`src/rtl/pipe_hazard_if.sv`:
```
// Hazard-control bundle between the 5-stage pipeline and its stall/flush
// controller.
//   master : the pipeline side. It drives the ID/EX/MEM hazard sources and
//            receives the stall/flush/bubble controls.
//   slave  : the controller side (pipe_hazard_ctrl).
// Hazard sources:
//   id_rs1_addr_i/ren_i, id_rs2_addr_i/ren_i         ID operand use
//   ex_wb_addr_i, ex_wb_en_i, ex_mem_r_en_i          ID/EX register fields
//   ex_redirect_i, ex_mdu_op_i, mdu_done_i           EX events
//   mem_req_i, mem_ready_i                           MEM handshake
// Controls: pc/if_id/id_ex/ex_mem stalls, if_id flush, hazard_flush (ID/EX
//   bubble), ex_mem and mem_wb bubbles.
interface pipe_hazard_if;
    logic [4:0] id_rs1_addr_i;
    logic       id_rs1_ren_i;
    logic [4:0] id_rs2_addr_i;
    logic       id_rs2_ren_i;
    logic [4:0] ex_wb_addr_i;
    logic       ex_wb_en_i;
    logic       ex_mem_r_en_i;
    logic       ex_redirect_i;
    logic       ex_mdu_op_i;
    logic       mdu_done_i;
    logic       mem_req_i;
    logic       mem_ready_i;

    logic       pc_stall_o;
    logic       if_id_stall_o;
    logic       if_id_flush_o;
    logic       hazard_flush_o;
    logic       id_ex_stall_o;
    logic       ex_mem_stall_o;
    logic       ex_mem_bubble_o;
    logic       mem_wb_bubble_o;

    modport master (
        output id_rs1_addr_i, id_rs1_ren_i, id_rs2_addr_i, id_rs2_ren_i,
               ex_wb_addr_i, ex_wb_en_i, ex_mem_r_en_i, ex_redirect_i,
               ex_mdu_op_i, mdu_done_i, mem_req_i, mem_ready_i,
        input  pc_stall_o, if_id_stall_o, if_id_flush_o, hazard_flush_o,
               id_ex_stall_o, ex_mem_stall_o, ex_mem_bubble_o, mem_wb_bubble_o
    );

    modport slave (
        input  id_rs1_addr_i, id_rs1_ren_i, id_rs2_addr_i, id_rs2_ren_i,
               ex_wb_addr_i, ex_wb_en_i, ex_mem_r_en_i, ex_redirect_i,
               ex_mdu_op_i, mdu_done_i, mem_req_i, mem_ready_i,
        output pc_stall_o, if_id_stall_o, if_id_flush_o, hazard_flush_o,
               id_ex_stall_o, ex_mem_stall_o, ex_mem_bubble_o, mem_wb_bubble_o
    );
endinterface

```
`src/rtl/pipe_hazard_ctrl.sv`:
```
// Central stall/flush controller for the IF/ID/EX/MEM/WB core.
// Resolves load-use hazards, taken-branch redirects, multi-cycle MDU ops and
// LSU wait states. It also keeps a saturating stall-cycle counter and a
// sticky wait-state watchdog.
// Ports:
//   clk, rst     core clock, synchronous active-high reset
//   hz           hazard sources in, pipeline controls out (slave modport)
//   state_o      registered FSM state (0 RUN, 1 MEM_WAIT, 2 MDU_WAIT)
//   stall_cnt_o  cycles with pc_stall_o=1, saturating
//   timeout_o    sticky: a wait lasted MAX_WAIT cycles (MAX_WAIT=0 disables)
module pipe_hazard_ctrl #(
    parameter int          CNT_W    = 32,
    parameter int unsigned MAX_WAIT = 256
) (
    input  logic             clk,
    input  logic             rst,
    pipe_hazard_if.slave     hz,
    output logic [1:0]       state_o,
    output logic [CNT_W-1:0] stall_cnt_o,
    output logic             timeout_o
);
    localparam logic [1:0] RUN      = 2'd0;
    localparam logic [1:0] MEM_WAIT = 2'd1;
    localparam logic [1:0] MDU_WAIT = 2'd2;

    localparam logic [31:0] WAIT_LAST = (MAX_WAIT == 0) ? 32'd0 : 32'(MAX_WAIT - 1);

    function automatic logic [CNT_W-1:0] sat_inc(input logic [CNT_W-1:0] v);
        return (&v) ? v : v + {{(CNT_W-1){1'b0}}, 1'b1};
    endfunction

    logic [1:0]  state_q;
    logic [1:0]  state_nxt;
    logic        mdu_done_q;
    logic [31:0] wait_cnt;

    logic mem_busy, mdu_busy, load_use;
    logic pc_stall, if_id_stall, if_id_flush, hazard_flush;
    logic id_ex_stall, ex_mem_stall, ex_mem_bubble, mem_wb_bubble;
    logic in_wait_nxt;

    assign mem_busy = hz.mem_req_i & ~hz.mem_ready_i;
    // A done pulse captured during an earlier stall still counts as done.
    assign mdu_busy = hz.ex_mdu_op_i & ~(hz.mdu_done_i | mdu_done_q);
    assign load_use = hz.ex_mem_r_en_i & hz.ex_wb_en_i & (hz.ex_wb_addr_i != 5'd0) &
                      ((hz.id_rs1_ren_i & (hz.id_rs1_addr_i == hz.ex_wb_addr_i)) |
                       (hz.id_rs2_ren_i & (hz.id_rs2_addr_i == hz.ex_wb_addr_i)));

    // Priority resolution. Redirects and load-use seen under a memory/MDU stall
    // are simply ignored: EX is held, so they re-present when the stall clears.
    always_comb begin
        pc_stall      = 1'b0;
        if_id_stall   = 1'b0;
        if_id_flush   = 1'b0;
        hazard_flush  = 1'b0;
        id_ex_stall   = 1'b0;
        ex_mem_stall  = 1'b0;
        ex_mem_bubble = 1'b0;
        mem_wb_bubble = 1'b0;
        state_nxt     = RUN;
        if (mem_busy) begin
            pc_stall      = 1'b1;
            if_id_stall   = 1'b1;
            id_ex_stall   = 1'b1;
            ex_mem_stall  = 1'b1;
            mem_wb_bubble = 1'b1;
            state_nxt     = MEM_WAIT;
        end else if (mdu_busy) begin
            pc_stall      = 1'b1;
            if_id_stall   = 1'b1;
            id_ex_stall   = 1'b1;
            ex_mem_bubble = 1'b1;
            state_nxt     = MDU_WAIT;
        end else if (hz.ex_redirect_i) begin
            if_id_flush   = 1'b1;
            hazard_flush  = 1'b1;
        end else if (load_use) begin
            // The bubble moves the load on, so the stall lasts one cycle only.
            pc_stall      = 1'b1;
            if_id_stall   = 1'b1;
            hazard_flush  = 1'b1;
        end
    end

    assign in_wait_nxt = (state_nxt == MEM_WAIT) || (state_nxt == MDU_WAIT);

    assign hz.pc_stall_o      = pc_stall;
    assign hz.if_id_stall_o   = if_id_stall;
    assign hz.if_id_flush_o   = if_id_flush;
    assign hz.hazard_flush_o  = hazard_flush;
    assign hz.id_ex_stall_o   = id_ex_stall;
    assign hz.ex_mem_stall_o  = ex_mem_stall;
    assign hz.ex_mem_bubble_o = ex_mem_bubble;
    assign hz.mem_wb_bubble_o = mem_wb_bubble;

    always_ff @(posedge clk) begin
        if (rst) begin
            state_q     <= RUN;
            mdu_done_q  <= 1'b0;
            wait_cnt    <= 32'd0;
            stall_cnt_o <= '0;
            timeout_o   <= 1'b0;
        end else begin
            state_q <= state_nxt;

            // Remember a done pulse while EX is frozen; drop it once EX moves.
            if (!id_ex_stall)
                mdu_done_q <= 1'b0;
            else if (hz.mdu_done_i)
                mdu_done_q <= 1'b1;

            if (in_wait_nxt)
                wait_cnt <= (&wait_cnt) ? wait_cnt : wait_cnt + 32'd1;
            else
                wait_cnt <= 32'd0;

            if ((MAX_WAIT != 0) && in_wait_nxt && (wait_cnt == WAIT_LAST))
                timeout_o <= 1'b1;

            if (pc_stall)
                stall_cnt_o <= sat_inc(stall_cnt_o);
        end
    end

    assign state_o = state_q;
endmodule
```
`src/flat_wrapper.sv`:
```
// flat-port wrapper written by rule: the top's interface ports become plain ports
module pipe_hazard_ctrl_flat 
#(
    parameter int          CNT_W    = 32,
    parameter int unsigned MAX_WAIT = 256
)
  (clk, rst, state_o, stall_cnt_o, timeout_o, hz_id_rs1_addr_i, hz_id_rs1_ren_i, hz_id_rs2_addr_i, hz_id_rs2_ren_i, hz_ex_wb_addr_i, hz_ex_wb_en_i, hz_ex_mem_r_en_i, hz_ex_redirect_i, hz_ex_mdu_op_i, hz_mdu_done_i, hz_mem_req_i, hz_mem_ready_i, hz_pc_stall_o, hz_if_id_stall_o, hz_if_id_flush_o, hz_hazard_flush_o, hz_id_ex_stall_o, hz_ex_mem_stall_o, hz_ex_mem_bubble_o, hz_mem_wb_bubble_o);
  pipe_hazard_if hz_i ();
  input  logic clk;
  input  logic rst;
  output logic [1:0] state_o;
  output logic [CNT_W-1:0] stall_cnt_o;
  output logic timeout_o;
  input wire logic [$bits(hz_i.id_rs1_addr_i)-1:0] hz_id_rs1_addr_i;
  input wire logic [$bits(hz_i.id_rs1_ren_i)-1:0] hz_id_rs1_ren_i;
  input wire logic [$bits(hz_i.id_rs2_addr_i)-1:0] hz_id_rs2_addr_i;
  input wire logic [$bits(hz_i.id_rs2_ren_i)-1:0] hz_id_rs2_ren_i;
  input wire logic [$bits(hz_i.ex_wb_addr_i)-1:0] hz_ex_wb_addr_i;
  input wire logic [$bits(hz_i.ex_wb_en_i)-1:0] hz_ex_wb_en_i;
  input wire logic [$bits(hz_i.ex_mem_r_en_i)-1:0] hz_ex_mem_r_en_i;
  input wire logic [$bits(hz_i.ex_redirect_i)-1:0] hz_ex_redirect_i;
  input wire logic [$bits(hz_i.ex_mdu_op_i)-1:0] hz_ex_mdu_op_i;
  input wire logic [$bits(hz_i.mdu_done_i)-1:0] hz_mdu_done_i;
  input wire logic [$bits(hz_i.mem_req_i)-1:0] hz_mem_req_i;
  input wire logic [$bits(hz_i.mem_ready_i)-1:0] hz_mem_ready_i;
  output wire logic [$bits(hz_i.pc_stall_o)-1:0] hz_pc_stall_o;
  output wire logic [$bits(hz_i.if_id_stall_o)-1:0] hz_if_id_stall_o;
  output wire logic [$bits(hz_i.if_id_flush_o)-1:0] hz_if_id_flush_o;
  output wire logic [$bits(hz_i.hazard_flush_o)-1:0] hz_hazard_flush_o;
  output wire logic [$bits(hz_i.id_ex_stall_o)-1:0] hz_id_ex_stall_o;
  output wire logic [$bits(hz_i.ex_mem_stall_o)-1:0] hz_ex_mem_stall_o;
  output wire logic [$bits(hz_i.ex_mem_bubble_o)-1:0] hz_ex_mem_bubble_o;
  output wire logic [$bits(hz_i.mem_wb_bubble_o)-1:0] hz_mem_wb_bubble_o;
  assign hz_i.id_rs1_addr_i = hz_id_rs1_addr_i;
  assign hz_i.id_rs1_ren_i = hz_id_rs1_ren_i;
  assign hz_i.id_rs2_addr_i = hz_id_rs2_addr_i;
  assign hz_i.id_rs2_ren_i = hz_id_rs2_ren_i;
  assign hz_i.ex_wb_addr_i = hz_ex_wb_addr_i;
  assign hz_i.ex_wb_en_i = hz_ex_wb_en_i;
  assign hz_i.ex_mem_r_en_i = hz_ex_mem_r_en_i;
  assign hz_i.ex_redirect_i = hz_ex_redirect_i;
  assign hz_i.ex_mdu_op_i = hz_ex_mdu_op_i;
  assign hz_i.mdu_done_i = hz_mdu_done_i;
  assign hz_i.mem_req_i = hz_mem_req_i;
  assign hz_i.mem_ready_i = hz_mem_ready_i;
  assign hz_pc_stall_o = hz_i.pc_stall_o;
  assign hz_if_id_stall_o = hz_i.if_id_stall_o;
  assign hz_if_id_flush_o = hz_i.if_id_flush_o;
  assign hz_hazard_flush_o = hz_i.hazard_flush_o;
  assign hz_id_ex_stall_o = hz_i.id_ex_stall_o;
  assign hz_ex_mem_stall_o = hz_i.ex_mem_stall_o;
  assign hz_ex_mem_bubble_o = hz_i.ex_mem_bubble_o;
  assign hz_mem_wb_bubble_o = hz_i.mem_wb_bubble_o;
  pipe_hazard_ctrl #(.CNT_W(CNT_W), .MAX_WAIT(MAX_WAIT)) u_core (.clk(clk), .rst(rst), .hz(hz_i), .state_o(state_o), .stall_cnt_o(stall_cnt_o), .timeout_o(timeout_o));
endmodule
```
`config.mk`:
```
export PLATFORM = sky130hd
export DESIGN_NAME = pipe_hazard_ctrl_flat
export DESIGN_NICKNAME = d
export VERILOG_FILES = /design/src/rtl/pipe_hazard_if.sv /design/src/rtl/pipe_hazard_ctrl.sv /design/src/flat_wrapper.sv
export SDC_FILE = /design/constraint.sdc
export NUM_CORES = 1
export LEC_CHECK = 0
export ABC_AREA = 1
export BUFFER_PORTS_ARGS = -buffer_cell sky130_fd_sc_hd__buf_2
export CAP_MARGIN = 20
export CORE_MARGIN = 1
export CORE_UTILIZATION = 50
export DETAILED_ROUTE_END_ITERATION = 6
export PLACE_DENSITY = 0.72
export SLEW_MARGIN = 20
export SYNTH_ARGS = -nofsm -noshare
export SYNTH_HDL_FRONTEND = slang
export SYNTH_SLANG_ARGS = --single-unit
```
`constraint.sdc`:
```
create_clock -name clk -period 3.9 [get_ports clk]
set_input_delay 0.78 -clock clk [delete_from_list [all_inputs] [get_ports clk]]
set_output_delay 0.78 -clock clk [all_outputs]
set_load 0.03 [all_outputs]
```
* Word-level counts from Yosys, hierarchy flattened
Index checks and enable logic that the tools add are counted.
Operators by class: add/subtract/negate cells 2, equality and inequality tests 5, mux-type cells 16, bitwise operators 14, reductions and logical operators 8
Operators by type and width (number):
- $add A32 B1 Y32 const B | 2
- $reduce_and A32 Y1 | 2
- $eq A32 B8 Y1 const B | 1
- $mux W1 | 14
- $eq A5 B5 Y1 | 2
- $and A1 B1 Y1 | 7
- $not A1 Y1 | 5
- $reduce_bool A5 Y1 | 1
- $mux W2 | 2
- $reduce_or A2 Y1 | 2
- $eq A2 B1 Y1 const B | 1
- $eq A2 B2 Y1 const B | 1
- $or A1 B1 Y1 | 2
- $reduce_and A2 Y1 | 1
- $logic_and A1 B1 Y1 | 1
- $logic_or A1 B1 Y1 | 1
Storage, ports and cells: flip-flop bits (word level) 68, output and inout port bits 43

* Depth between registers and ports, before layout
word-level depth 9, depth in mapped cells 12, mapped depth without buffers 12

* Worst setup path after synthesis
OpenSTA, ideal clock, no wires.
path kind input port to output port, from input port hz_mem_req_i, to output port hz_hazard_flush_o, arrival time 2.686 ns, required time 3.120 ns, slack 0.434 ns, cell stages on the path 8, cell sequence inv_1 nor2_2 inv_1 nand2_1 nor2_1 clkinv_1 clkbuf_1 o21ai_0
Between the ends: word-level cells in the longest chain between the ends 2
RTL lines:
- from (decl) | RTL line flat_wrapper.sv:24 | input wire logic [$bits(hz_i.mem_req_i)-1:0] hz_mem_req_i;
- $and A1 B1 Y1 | RTL line pipe_hazard_ctrl.sv:42 | assign mem_busy = hz.mem_req_i & ~hz.mem_ready_i;
- $mux W1 | RTL line pipe_hazard_ctrl.sv:61 | if (mem_busy) begin
- to (decl) | RTL line flat_wrapper.sv:29 | output wire logic [$bits(hz_i.hazard_flush_o)-1:0] hz_hazard_flush_o;
No other way between the ends.

* Final worst setup path
from input port hz_ex_wb_addr_i[1], to output port hz_if_id_stall_o
Between the ends: word-level cells in the longest chain between the ends 8, elaborated cells between the ends (all ways) 12
RTL lines:
- from (decl) | RTL line flat_wrapper.sv:18 | input wire logic [$bits(hz_i.ex_wb_addr_i)-1:0] hz_ex_wb_addr_i;
- $eq A5 B5 Y1 (on tied branches) | RTL line pipe_hazard_ctrl.sv:46, pipe_hazard_ctrl.sv:47
- $and A1 B1 Y1 (on tied branches) | RTL line pipe_hazard_ctrl.sv:46, pipe_hazard_ctrl.sv:47
- $or A1 B1 Y1 | RTL line pipe_hazard_ctrl.sv:46 | ((hz.id_rs1_ren_i & (hz.id_rs1_addr_i == hz.ex_wb_addr_i)) |
- $and A1 B1 Y1 (*) | RTL line pipe_hazard_ctrl.sv:45 | assign load_use = hz.ex_mem_r_en_i & hz.ex_wb_en_i & (hz.ex_wb_addr_i != 5'd0) &
- $mux W1 (*) | RTL line pipe_hazard_ctrl.sv:77 | end else if (load_use) begin
- $mux W1 (*) | RTL line pipe_hazard_ctrl.sv:74 | end else if (hz.ex_redirect_i) begin
- $mux W1 (*) | RTL line pipe_hazard_ctrl.sv:68 | end else if (mdu_busy) begin
- $mux W1 (*) | RTL line pipe_hazard_ctrl.sv:61
- to (decl) | RTL line flat_wrapper.sv:27 | output wire logic [$bits(hz_i.if_id_stall_o)-1:0] hz_if_id_stall_o;
Mark *: on every way between the ends. The rest lies on a longest branch, timed or not.

==> out/results.ini <==
[floorplanning]
core_area_sq_mm = 0.008341
row_count = 33
start_util = 0.5263
dieArea_sq_mm = 0.009158
die_x_um = 95.70
die_h_um = 95.70
num_io_pins = 69

[worst_hold_path]
min_to = u_core.mdu_done_q
whs_path_depth = 2
hold_start = u_core.mdu_done_q
hold_path_class = flop to flop

[timing]
worst_slew_pin_slew_ps = 676.3
drv_slew = 0
setup_tns_ps = 0
finalSetupViolCount = 0
period_share = 0.6626
clock.fmax_mhz = 387.0
rsz0062_at_grt = no
finClkSkew_ps = 14.35
fin_crit_ps = 2584
max_slew_margin = 0.5491
hold_viol = 0
setup_slack_ps = 1316

[cells_and_area]
insertedDiodeCount = 0
drive_above_1_share = 0.1395
layout_common_cells = nand2_1, nor2_1, inv_1
finalNetCount = 797
fillers = 838
layout_commonest_cell = nand2_1
final_util = 0.6007
area_growth_pct = 14.14

[detailed_routing]
wl_met2_um = 4999
wl_um = 12030
drc = 0
route.vias.total = 4701
top_layer = met4
dr.pass1.iters = 5
wl_per_cell_um = 13.69
routed_via_density = 5.348
wl_met3_um = 961
drt_iter0_markers = 342
wl_met1_um = 5962
ant_nets = 0

[worst_setup_path]
r2r_slack_ps = 1500
cp.arrival_ps = 1800
end_kind = output pin
r2r_end = u_core.stall_cnt_o[24]
r2r_cells = 11
critical_path_class = input port to output pin
cp_max_fo = 4
critical_path_required_ps = 3120
cp-start-kind = input port
rr_startpoint = u_core.stall_cnt_o[0]

[power_and_ir_drop]
clockPowerShare = 0.473
power.leakage_nw = 2.227
power.net_switching_w = 0.0003935
max-vdd-ir-drop_mv = 0.2540
p_int_w = 0.001175
switching_share = 0.2508
report.power.total_w = 0.001569
power.density_mw_per_mm2 = 313.2
p_seq_frac = 0.448
p_comb_frac = 0.078

[synthesis]
synth_top_area_cell = dfxtp_1
yosysSeqAreaShare = 0.3101
synthesis.area_sq_mm = 0.004389
yosysWarningCount = 0
ys_ff_latch = 68
synth_top_area_frac = 0.3101
ys_types = 31
syn-num-nets = 737
syn_inst = 709
avgSynthCellArea_sq_um = 6.191
synthArstFlopShare = 0
synth_edf_count = 0
synth_area_leaders = dfxtp_1, nand2_1, nor2_1
synth_ff_type = dfxtp_1

[clocking]
cts_made_buffers = 9
cts_buffer_depth = 2
postCtsSetupBuffers = 0
cts-root-buf = clkbuf_8
clkTransAtPathRegs_ps = 70
hold_buffers = 0
post_cts_resized = 0
cts.sinks = 68
htree_levels = 3
insertion_delay_ps = 360
cts_tree = done

[place]
portBuffers = 68
preCtsSetupSlack_ps = 1095
dp_hpwl_um = 8853
gp_congestion = 0.9333

[global_routing]
antenna_found_initial = 0
grt_max_degree = 36
grt_pass1_wl_um = 19860
first_global_vias = 4023
grt_usage = 0.2811
grt_overflow = 0

[outcome]
outcome = completed

[job]
cap_violations = 0

[flip-flops by register name, summed over array words and instances (netlist names)]
| signal | cells |
|---|---|
| u_core.mdu_done_q | 1 |
| u_core.wait_cnt | 32 |
| u_core.stall_cnt_o | 32 |
| u_core.timeout_o | 1 |
| u_core.state_o | 2 |
[metrics by stage]
step	std cells	hold slack (ps)	instance area, sq um
final	879	479.7	5010
after global routing	879	525.0	5010
after CTS	879	483.4	5010
after detailed placement	863	464.7	4761
after global placement	863	445.6	4761
after floorplan	709	439.8	4389
[cell families after synthesis]
family	after synthesis	synth area share
adder cells (fa/ha/maj)	2	0.005700
XOR/XNOR	33	0.06585
AO/OA/AOI/OAI	61	0.07355
AND/OR/NAND/NOR	447	0.4507
flip-flops	68	0.3101
buffers and inverters	98	0.09407
[worst max-delay path by stage]
stage | slack [ps] | end | depth (start not counted) | from
after global placement | 1150 | u_core.stall_cnt_o[25] | 13 | hz_ex_wb_addr_i[2]
after CTS | 1300 | hz_if_id_stall_o | 10 | hz_ex_wb_addr_i[0]
after global routing | 1120 | u_core.stall_cnt_o[1] | 11 | hz_mdu_done_i
final | 1320 | hz_if_id_stall_o | 10 | hz_ex_wb_addr_i[1]
after floorplan | 430 | hz_hazard_flush_o | 8 | hz_mem_req_i
after detailed placement | 1100 | u_core.stall_cnt_o[5] | 13 | hz_ex_wb_addr_i[0]
[worst max-delay path, stage by stage]
cell and delay, ps:
buf_2 110, inv_1 50, nand2_1 50, nand2_1 50, nor2_1 100, nand3_1 80, nand2_1 70, nand2_1 70
o21ai_0 210, buf_2 240
[per-layer routing]
layer / vias up / track usage
met2: 196 / 0.4155
met5: - / 0
met3: 11 / 0.04581
met1: 2090 / 0.4253
met4: 0 / 0.06095
li1: 2404 / -
[power groups by stage]
| stage | clock, W | sequential [W] | combinational (W) |
|---|---|---|---|
| after global routing | 0.000777 | 0.000704 | 0.000137 |
| final | 0.000743 | 0.000703 | 0.000123 |
| after detailed placement | 0 | 0.000719 | 0.000123 |
| after floorplan | 0 | 0.000725 | 0.0000846 |
| after global placement | 0 | 0.000719 | 0.000120 |
| after CTS | 0.000750 | 0.000703 | 0.000123 |
[Yosys cell counts (4+ instances only)]
| master | instances |
|---|---|
| a21oi_1 | 32 |
| a31oi_1 | 8 |
| buf_2 | 5 |
| buf_6 | 4 |
| clkbuf_1 | 12 |
| dfxtp_1 | 68 |
| inv_1 | 71 |
| nand2_1 | 230 |
| nand3_1 | 17 |
| nand3b_1 | 16 |
| nand4_1 | 42 |
| nor2_1 | 103 |
| nor3_1 | 16 |
| nor4_1 | 6 |
| o21ai_0 | 19 |
| or2_2 | 6 |
| xnor2_1 | 10 |
| xor2_1 | 23 |
[final cells by class]
cell class	instances	area, sq um	area share
Inverter	75	282.8	0.05644
Tap cell	105	131.4	0.02622
Multi-Input combinational cell	543	2615	0.5220
Timing Repair Buffer	72	370.4	0.07393
Sequential cell	68	1361	0.2717
Clock buffer	10	137.6	0.02747
Clock inverter	6	111.4	0.02223
(Power assumes the default switching activity.)
